==> src/rtl/alu_rs.sv <==
// rtl/alu_rs.sv - integer ALU reservation station with CDB snoop and writeback
module alu_rs #(
  parameter int DEPTH       = 4,
  parameter int XLEN        = 64,
  parameter int ROB_IDX_LEN = 6,
  parameter int EU_CTL_LEN  = 4,
  parameter int EXCEPT_LEN  = 4
) (
  input  logic                   clk_i,
  input  logic                   rst_i,
  input  logic                   flush_i,
  input  logic                   issue_valid_i,
  output logic                   issue_ready_o,
  input  logic [EU_CTL_LEN-1:0]  issue_eu_ctl_i,
  input  logic                   issue_rs1_ready_i,
  input  logic [ROB_IDX_LEN-1:0] issue_rs1_idx_i,
  input  logic [XLEN-1:0]        issue_rs1_value_i,
  input  logic                   issue_rs2_ready_i,
  input  logic [ROB_IDX_LEN-1:0] issue_rs2_idx_i,
  input  logic [XLEN-1:0]        issue_rs2_value_i,
  input  logic [ROB_IDX_LEN-1:0] issue_rob_idx_i,
  output logic                   eu_valid_o,
  input  logic                   eu_ready_i,
  output logic [EU_CTL_LEN-1:0]  eu_ctl_o,
  output logic [XLEN-1:0]        eu_rs1_o,
  output logic [XLEN-1:0]        eu_rs2_o,
  output logic [ROB_IDX_LEN-1:0] eu_rob_idx_o,
  input  logic                   eu_valid_i,
  output logic                   eu_ready_o,
  input  logic [ROB_IDX_LEN-1:0] eu_rob_idx_i,
  input  logic [XLEN-1:0]        eu_result_i,
  input  logic                   eu_except_raised_i,
  input  logic [EXCEPT_LEN-1:0]  eu_except_code_i,
  input  logic                   cdb_valid_i,
  input  logic [ROB_IDX_LEN-1:0] cdb_rob_idx_i,
  input  logic [XLEN-1:0]        cdb_value_i,
  output logic                   cdb_valid_o,
  input  logic                   cdb_ready_i,
  output logic [ROB_IDX_LEN-1:0] cdb_rob_idx_o,
  output logic [XLEN-1:0]        cdb_value_o,
  output logic                   cdb_except_raised_o,
  output logic [EXCEPT_LEN-1:0]  cdb_except_code_o
);

  localparam int IW = (DEPTH > 1) ? $clog2(DEPTH) : 1;

  localparam logic [2:0] S_EMPTY = 3'd0;
  localparam logic [2:0] S_WAIT  = 3'd1;
  localparam logic [2:0] S_READY = 3'd2;
  localparam logic [2:0] S_EXEC  = 3'd3;
  localparam logic [2:0] S_DONE  = 3'd4;

  typedef struct packed {
    logic [EU_CTL_LEN-1:0]  ctl;
    logic                   rdy1;
    logic [ROB_IDX_LEN-1:0] tag1;
    logic [XLEN-1:0]        val1;
    logic                   rdy2;
    logic [ROB_IDX_LEN-1:0] tag2;
    logic [XLEN-1:0]        val2;
    logic [ROB_IDX_LEN-1:0] rob;
    logic [XLEN-1:0]        res;
    logic                   exc;
    logic [EXCEPT_LEN-1:0]  code;
  } entry_t;

  logic [2:0] st   [DEPTH];
  logic [2:0] st_n [DEPTH];
  entry_t     ent  [DEPTH];
  entry_t     ent_n[DEPTH];

  logic          alloc_any, disp_any, wb_any;
  logic [IW-1:0] alloc_idx, disp_idx, wb_idx;
  logic          alloc_fire;
  logic          fwd1, fwd2;
  logic [XLEN-1:0] fval1, fval2;

  // Lowest-index EMPTY / READY / DONE pickers, all from registered state
  always_comb begin
    alloc_any = 1'b0;
    alloc_idx = '0;
    disp_any  = 1'b0;
    disp_idx  = '0;
    wb_any    = 1'b0;
    wb_idx    = '0;
    for (int i = DEPTH - 1; i >= 0; i--) begin
      if (st[i] == S_EMPTY) begin
        alloc_any = 1'b1;
        alloc_idx = IW'(i);
      end
      if (st[i] == S_READY) begin
        disp_any = 1'b1;
        disp_idx = IW'(i);
      end
      if (st[i] == S_DONE) begin
        wb_any = 1'b1;
        wb_idx = IW'(i);
      end
    end
  end

  // Issuing operands may be satisfied by the broadcast happening this same cycle
  always_comb begin
    alloc_fire = issue_valid_i && alloc_any;
    fwd1  = issue_rs1_ready_i || (cdb_valid_i && (cdb_rob_idx_i == issue_rs1_idx_i));
    fwd2  = issue_rs2_ready_i || (cdb_valid_i && (cdb_rob_idx_i == issue_rs2_idx_i));
    fval1 = issue_rs1_ready_i ? issue_rs1_value_i : cdb_value_i;
    fval2 = issue_rs2_ready_i ? issue_rs2_value_i : cdb_value_i;
  end

  // Per-entry next state: allocate, snoop, dispatch, complete, writeback
  always_comb begin
    for (int i = 0; i < DEPTH; i++) begin
      st_n[i]  = st[i];
      ent_n[i] = ent[i];
      case (st[i])
        S_EMPTY: begin
          if (alloc_fire && (alloc_idx == IW'(i))) begin
            ent_n[i].ctl  = issue_eu_ctl_i;
            ent_n[i].rdy1 = fwd1;
            ent_n[i].tag1 = issue_rs1_idx_i;
            ent_n[i].val1 = fval1;
            ent_n[i].rdy2 = fwd2;
            ent_n[i].tag2 = issue_rs2_idx_i;
            ent_n[i].val2 = fval2;
            ent_n[i].rob  = issue_rob_idx_i;
            st_n[i] = (fwd1 && fwd2) ? S_READY : S_WAIT;
          end
        end
        S_WAIT: begin
          if (cdb_valid_i && !ent[i].rdy1 && (ent[i].tag1 == cdb_rob_idx_i)) begin
            ent_n[i].rdy1 = 1'b1;
            ent_n[i].val1 = cdb_value_i;
          end
          if (cdb_valid_i && !ent[i].rdy2 && (ent[i].tag2 == cdb_rob_idx_i)) begin
            ent_n[i].rdy2 = 1'b1;
            ent_n[i].val2 = cdb_value_i;
          end
          if (ent_n[i].rdy1 && ent_n[i].rdy2) begin
            st_n[i] = S_READY;
          end
        end
        S_READY: begin
          if (eu_ready_i && (disp_idx == IW'(i))) begin
            st_n[i] = S_EXEC;
          end
        end
        S_EXEC: begin
          if (eu_valid_i && (ent[i].rob == eu_rob_idx_i)) begin
            ent_n[i].res  = eu_result_i;
            ent_n[i].exc  = eu_except_raised_i;
            ent_n[i].code = eu_except_code_i;
            st_n[i] = S_DONE;
          end
        end
        S_DONE: begin
          if (cdb_ready_i && (wb_idx == IW'(i))) begin
            st_n[i] = S_EMPTY;
          end
        end
        default: st_n[i] = S_EMPTY;
      endcase
    end
  end

  // Entry state register; reset and flush both squash everything
  always_ff @(posedge clk_i) begin
    for (int i = 0; i < DEPTH; i++) begin
      if (rst_i || flush_i) begin
        st[i] <= S_EMPTY;
      end else begin
        st[i] <= st_n[i];
      end
    end
  end

  // Entry payload register; contents are meaningless while EMPTY
  always_ff @(posedge clk_i) begin
    for (int i = 0; i < DEPTH; i++) begin
      ent[i] <= ent_n[i];
    end
  end

  // Outputs: data buses forced to zero whenever their valid is low
  always_comb begin
    issue_ready_o       = alloc_any;
    eu_ready_o          = 1'b1;
    eu_valid_o          = disp_any;
    eu_ctl_o            = disp_any ? ent[disp_idx].ctl  : '0;
    eu_rs1_o            = disp_any ? ent[disp_idx].val1 : '0;
    eu_rs2_o            = disp_any ? ent[disp_idx].val2 : '0;
    eu_rob_idx_o        = disp_any ? ent[disp_idx].rob  : '0;
    cdb_valid_o         = wb_any;
    cdb_rob_idx_o       = wb_any ? ent[wb_idx].rob  : '0;
    cdb_value_o         = wb_any ? ent[wb_idx].res  : '0;
    cdb_except_raised_o = wb_any ? ent[wb_idx].exc  : 1'b0;
    cdb_except_code_o   = wb_any ? ent[wb_idx].code : '0;
  end

endmodule
==> config.mk <==
export PLATFORM = sky130hd
export DESIGN_NAME = alu_rs
export DESIGN_NICKNAME = d
export VERILOG_FILES = /design/src/rtl/alu_rs.sv
export SDC_FILE = /design/constraint.sdc
export NUM_CORES = 2
export LEC_CHECK = 0
export CORE_MARGIN = 3
export CORE_UTILIZATION = 50
export DETAILED_ROUTE_END_ITERATION = 6
export GPL_TIMING_DRIVEN = 0
export PLACE_DENSITY = 0.82
export SETUP_SLACK_MARGIN = 0.05
export SYNTH_ARGS = -nofsm -noshare
export SYNTH_HDL_FRONTEND = slang
export SYNTH_SLANG_ARGS = --single-unit
==> constraint.sdc <==
create_clock -name clk_i -period 22.5 [get_ports clk_i]
set_input_delay 4.5 -clock clk_i [delete_from_list [all_inputs] [get_ports clk_i]]
set_output_delay 4.5 -clock clk_i [all_outputs]
set_load 0.01 [all_outputs]
==> impl_metrics.py <==
metrics = {
    "status": {
        "status": "complete, but fails checks",
        "violations": "DRC",
    },
    "floorplanning": {
        "die_w_um": 290,
        "die_h_um": 290,
        "ios": 522,
        "dieArea_um2": 84000,
        "core_area_um2": 79400,
        "initial_core_util_pct": 50.7,
        "rows": 103,
    },
    "finish": {
        "drive_above_1_share_pct": 14.8,
        "area_delta_synth_final_pct": 23.7,
        "fillCellCount": 5604,
        "finalNetCount": 3554,
        "design_area_um2": 49800,
        "fin_cells": 4403,
    },
    "power": {
        "power_density_nw_per_um2": 74.0,
        "p_total_mw": 3.69,
        "leakage_nw": 16.6,
        "ir_worst_vdd_uv": 88.3,
    },
    "clock_tree": {
        "clock-sinks": 896,
        "clock_path_buffers": 3,
        "cts-htree-levels": 3,
        "root_buffer": "clkbuf_16",
        "clk_latency_ns": 0.67,
        "clkSlewWorstSetupHoldPaths_ns": 0.06,
        "holdBufCountCts": 0,
        "post_cts_buffers": 0,
        "cts_tree": "done",
        "ctsResizeCount": 0,
        "cts_buffers": 92,
    },
    "timing": {
        "skew_ns": 0.0504,
        "fin_ws_ns": 12.65,
        "setup_viol": 0,
        "slew_viol_final": 0,
        "max_slew.worst_pin.slew_ns": 1.38,
        "slew_headroom_pct": 7.41,
        "fmax_mhz": 102,
        "period_share_pct": 43.8,
        "tns_ns": 0,
        "rsz0062_at_grt": "false",
        "finalCriticalPeriod_ns": 9.85,
        "hold_viol_final": 0,
    },
    "critical_path": {
        "crit_required_ns": 18.00,
        "slowest_stage": "nor2_1",
        "critPathLaunch": "st[0][0]",
        "worstSetupEndpointType": "output port",
        "path_buf_inv": 4,
        "r2r_cells": 5,
        "r2r_slack_ns": 18.99,
        "cpMostUsedCell": "nor2_1",
        "start_kind": "flip-flop",
        "critPathCapture": "eu_rs2_o[10]",
        "cp_num_cells": 9,
        "path_cells": "buf_2 > nor2_1 > a22oi_2 > nand2_1 > nor2_1 > clkbuf_1 > clkbuf_1 > nor2_1 > clkdlybuf4s50_1",
        "arrival_ns": 5.35,
        "rr_startpoint": "st[2][2]",
        "crit_fanout": 10,
        "slowest_delay_ns": 1.02,
        "worstReg2RegEnd": "ent[2][96]",
        "critPathKind": "flip-flop to output port",
        "critPathTopFamily": "buffers and inverters",
    },
    "place": {
        "pre_cts_ws_ns": 13.46,
        "dp_hpwl_um": 87700,
        "placed_cell_area_um2": 46800,
        "dp_cells": 4205,
        "portBuffers": 444,
        "place_congestion": 0.871,
    },
    "logic_synthesis": {
        "ys_ff_latch": 896,
        "netlist_area_um2": 40300,
        "synth-edff-count": 884,
        "synthCells": 2666,
        "seq_area_frac_synth_pct": 66.5,
        "synth_ff_type": "edfxtp_1",
        "synth.avg_cell_area_um2": 15.1,
        "synthArstFlopShare_pct": 0,
        "synth_fp_nets": 2971,
        "synth_cell_types": 70,
        "synth_warnings": 0,
    },
    "grt": {
        "grt_usage_pct": 29.5,
        "antenna_found_initial": 40,
        "grt_pass1_wl_um": 187000,
        "grt-ovfl-total": 0,
        "grt_pass1_vias": 29000,
        "grt_max_degree": 56,
    },
    "detailed_routing": {
        "drtIter0Drc": 3894,
        "routed_wl_um": 128000,
        "final_antenna_net_count": 0,
        "drc": 12,
        "vias_per_cell": 6.59,
        "wire_per_inst_um": 29.1,
        "vias": 29000,
        "dr.pass1.iters": 7,
    },
    "min_path": {
        "holdPathStages": 1,
        "worstHoldPathType": "flip-flop to flip-flop",
        "worstHoldStart": "st[3][2]",
    },
    "flow_run": {
        "max_cap_viol_count": 0,
    },
}
## power breakdown
part / switching [mW] / internal (mW)
Clock: 0.656 / 0.837
Sequential: 0.0117 / 1.88
Combinational: 0.164 / 0.139
## layer usage
layer  track usage, %  wire length (µm)  vias up
li1                 -                 -    12200
met1             36.6             45100    14300
met2             47.4             61000     2122
met3             8.53             15600      357
met4             14.5              6510       20
met5            0.284               155        -
## area by class of cell
| cell class | count | area (µm²) | area share [%] |
|---|---|---|---|
| buffer | 297 | 1310 | 2.63 |
| multi-input combinational | 1461 | 12300 | 24.6 |
| inverter | 12 | 45.0 | 0.0904 |
| antenna | 35 | 87.6 | 0.176 |
| sequential | 896 | 26800 | 53.8 |
| clock inverter | 57 | 571 | 1.15 |
| tap | 1050 | 1310 | 2.64 |
| clock buffer | 106 | 2350 | 4.73 |
| timing repair buffer | 489 | 5090 | 10.2 |
## logic make-up after synthesis
| family | after synthesis | synth area share (%) |
|---|---|---|
| xor gates and xnor gates | 85 | 1.85 |
| DFF | 896 | 66.5 |
| AOI/OAI and AO/OA | 825 | 18.0 |
| and+or+nand+nor | 339 | 3.72 |
| buffers and inverters | 309 | 3.36 |
| muxes | 211 | 6.54 |
| other | 1 | 0.00931 |
## worst register-to-register path: cells and delay by family (launching register included)
kind / cells / cell delay [ns]
AO/OA/AOI/OAI: 1 / 0.49
buffers and inverters: 2 / 1.32
flip-flops: 1 / 0.38
AND/OR/NAND/NOR: 2 / 0.90
## flip-flops by register name (all words and copies together), names as in the netlist
register and count:
ent 884, st 12
## cells in the mapped netlist, drive strengths merged, types with 11 or more instances
master  count  share of area [%]
a22o      513                 11
edfxtp    884                 66
o21ai      25               0.35
mux2      191                6.0
nand4      13               0.20
dfxtp      12               0.60
xnor2      46                1.0
clkbuf    137                1.3
xor2       39               0.85
a22oi      20               0.40
nor2      231                2.2
nor4       11               0.17
a21oi      24               0.30
a222oi    190                4.7
nand2      36               0.34
buf       160                2.0
mux2i      20               0.50
## how the worst min path moves through the flow
| stage | slack [ns] | endpoint |
|---|---|---|
| floorplan | 0.52 | st[3][1] |
| global placement | 0.58 | st[3][1] |
| detailed placement | 0.59 | st[3][1] |
| CTS | 0.60 | st[3][1] |
| global route | 0.63 | st[3][1] |
| finish | 0.60 | st[3][1] |
## metrics by stage
stage | hold slack (ns) | util [%]
floorplan | 0.523 | -
global placement | 0.575 | 58.0
detailed placement | 0.590 | 58.9
CTS | 0.600 | 62.6
global route | 0.631 | 62.7
finish | 0.598 | 62.7
## layout by cell type (no fill, tap or decap), types with 24 or more instances in the layout
master             n
clkbuf_1         151
buf_2             74
xor2_1            39
nand2_1           29
mux2_2           111
xnor2_1           46
buf_1             71
edfxtp_1         884
a222oi_1         190
a21oi_1           24
mux2_4            75
clkdlybuf4s50_1  444
nor2_1           224
a22o_1           513
clkbuf_16         92
diode_2           35
buf_6             35
Power figures use the tool's default switching activity.
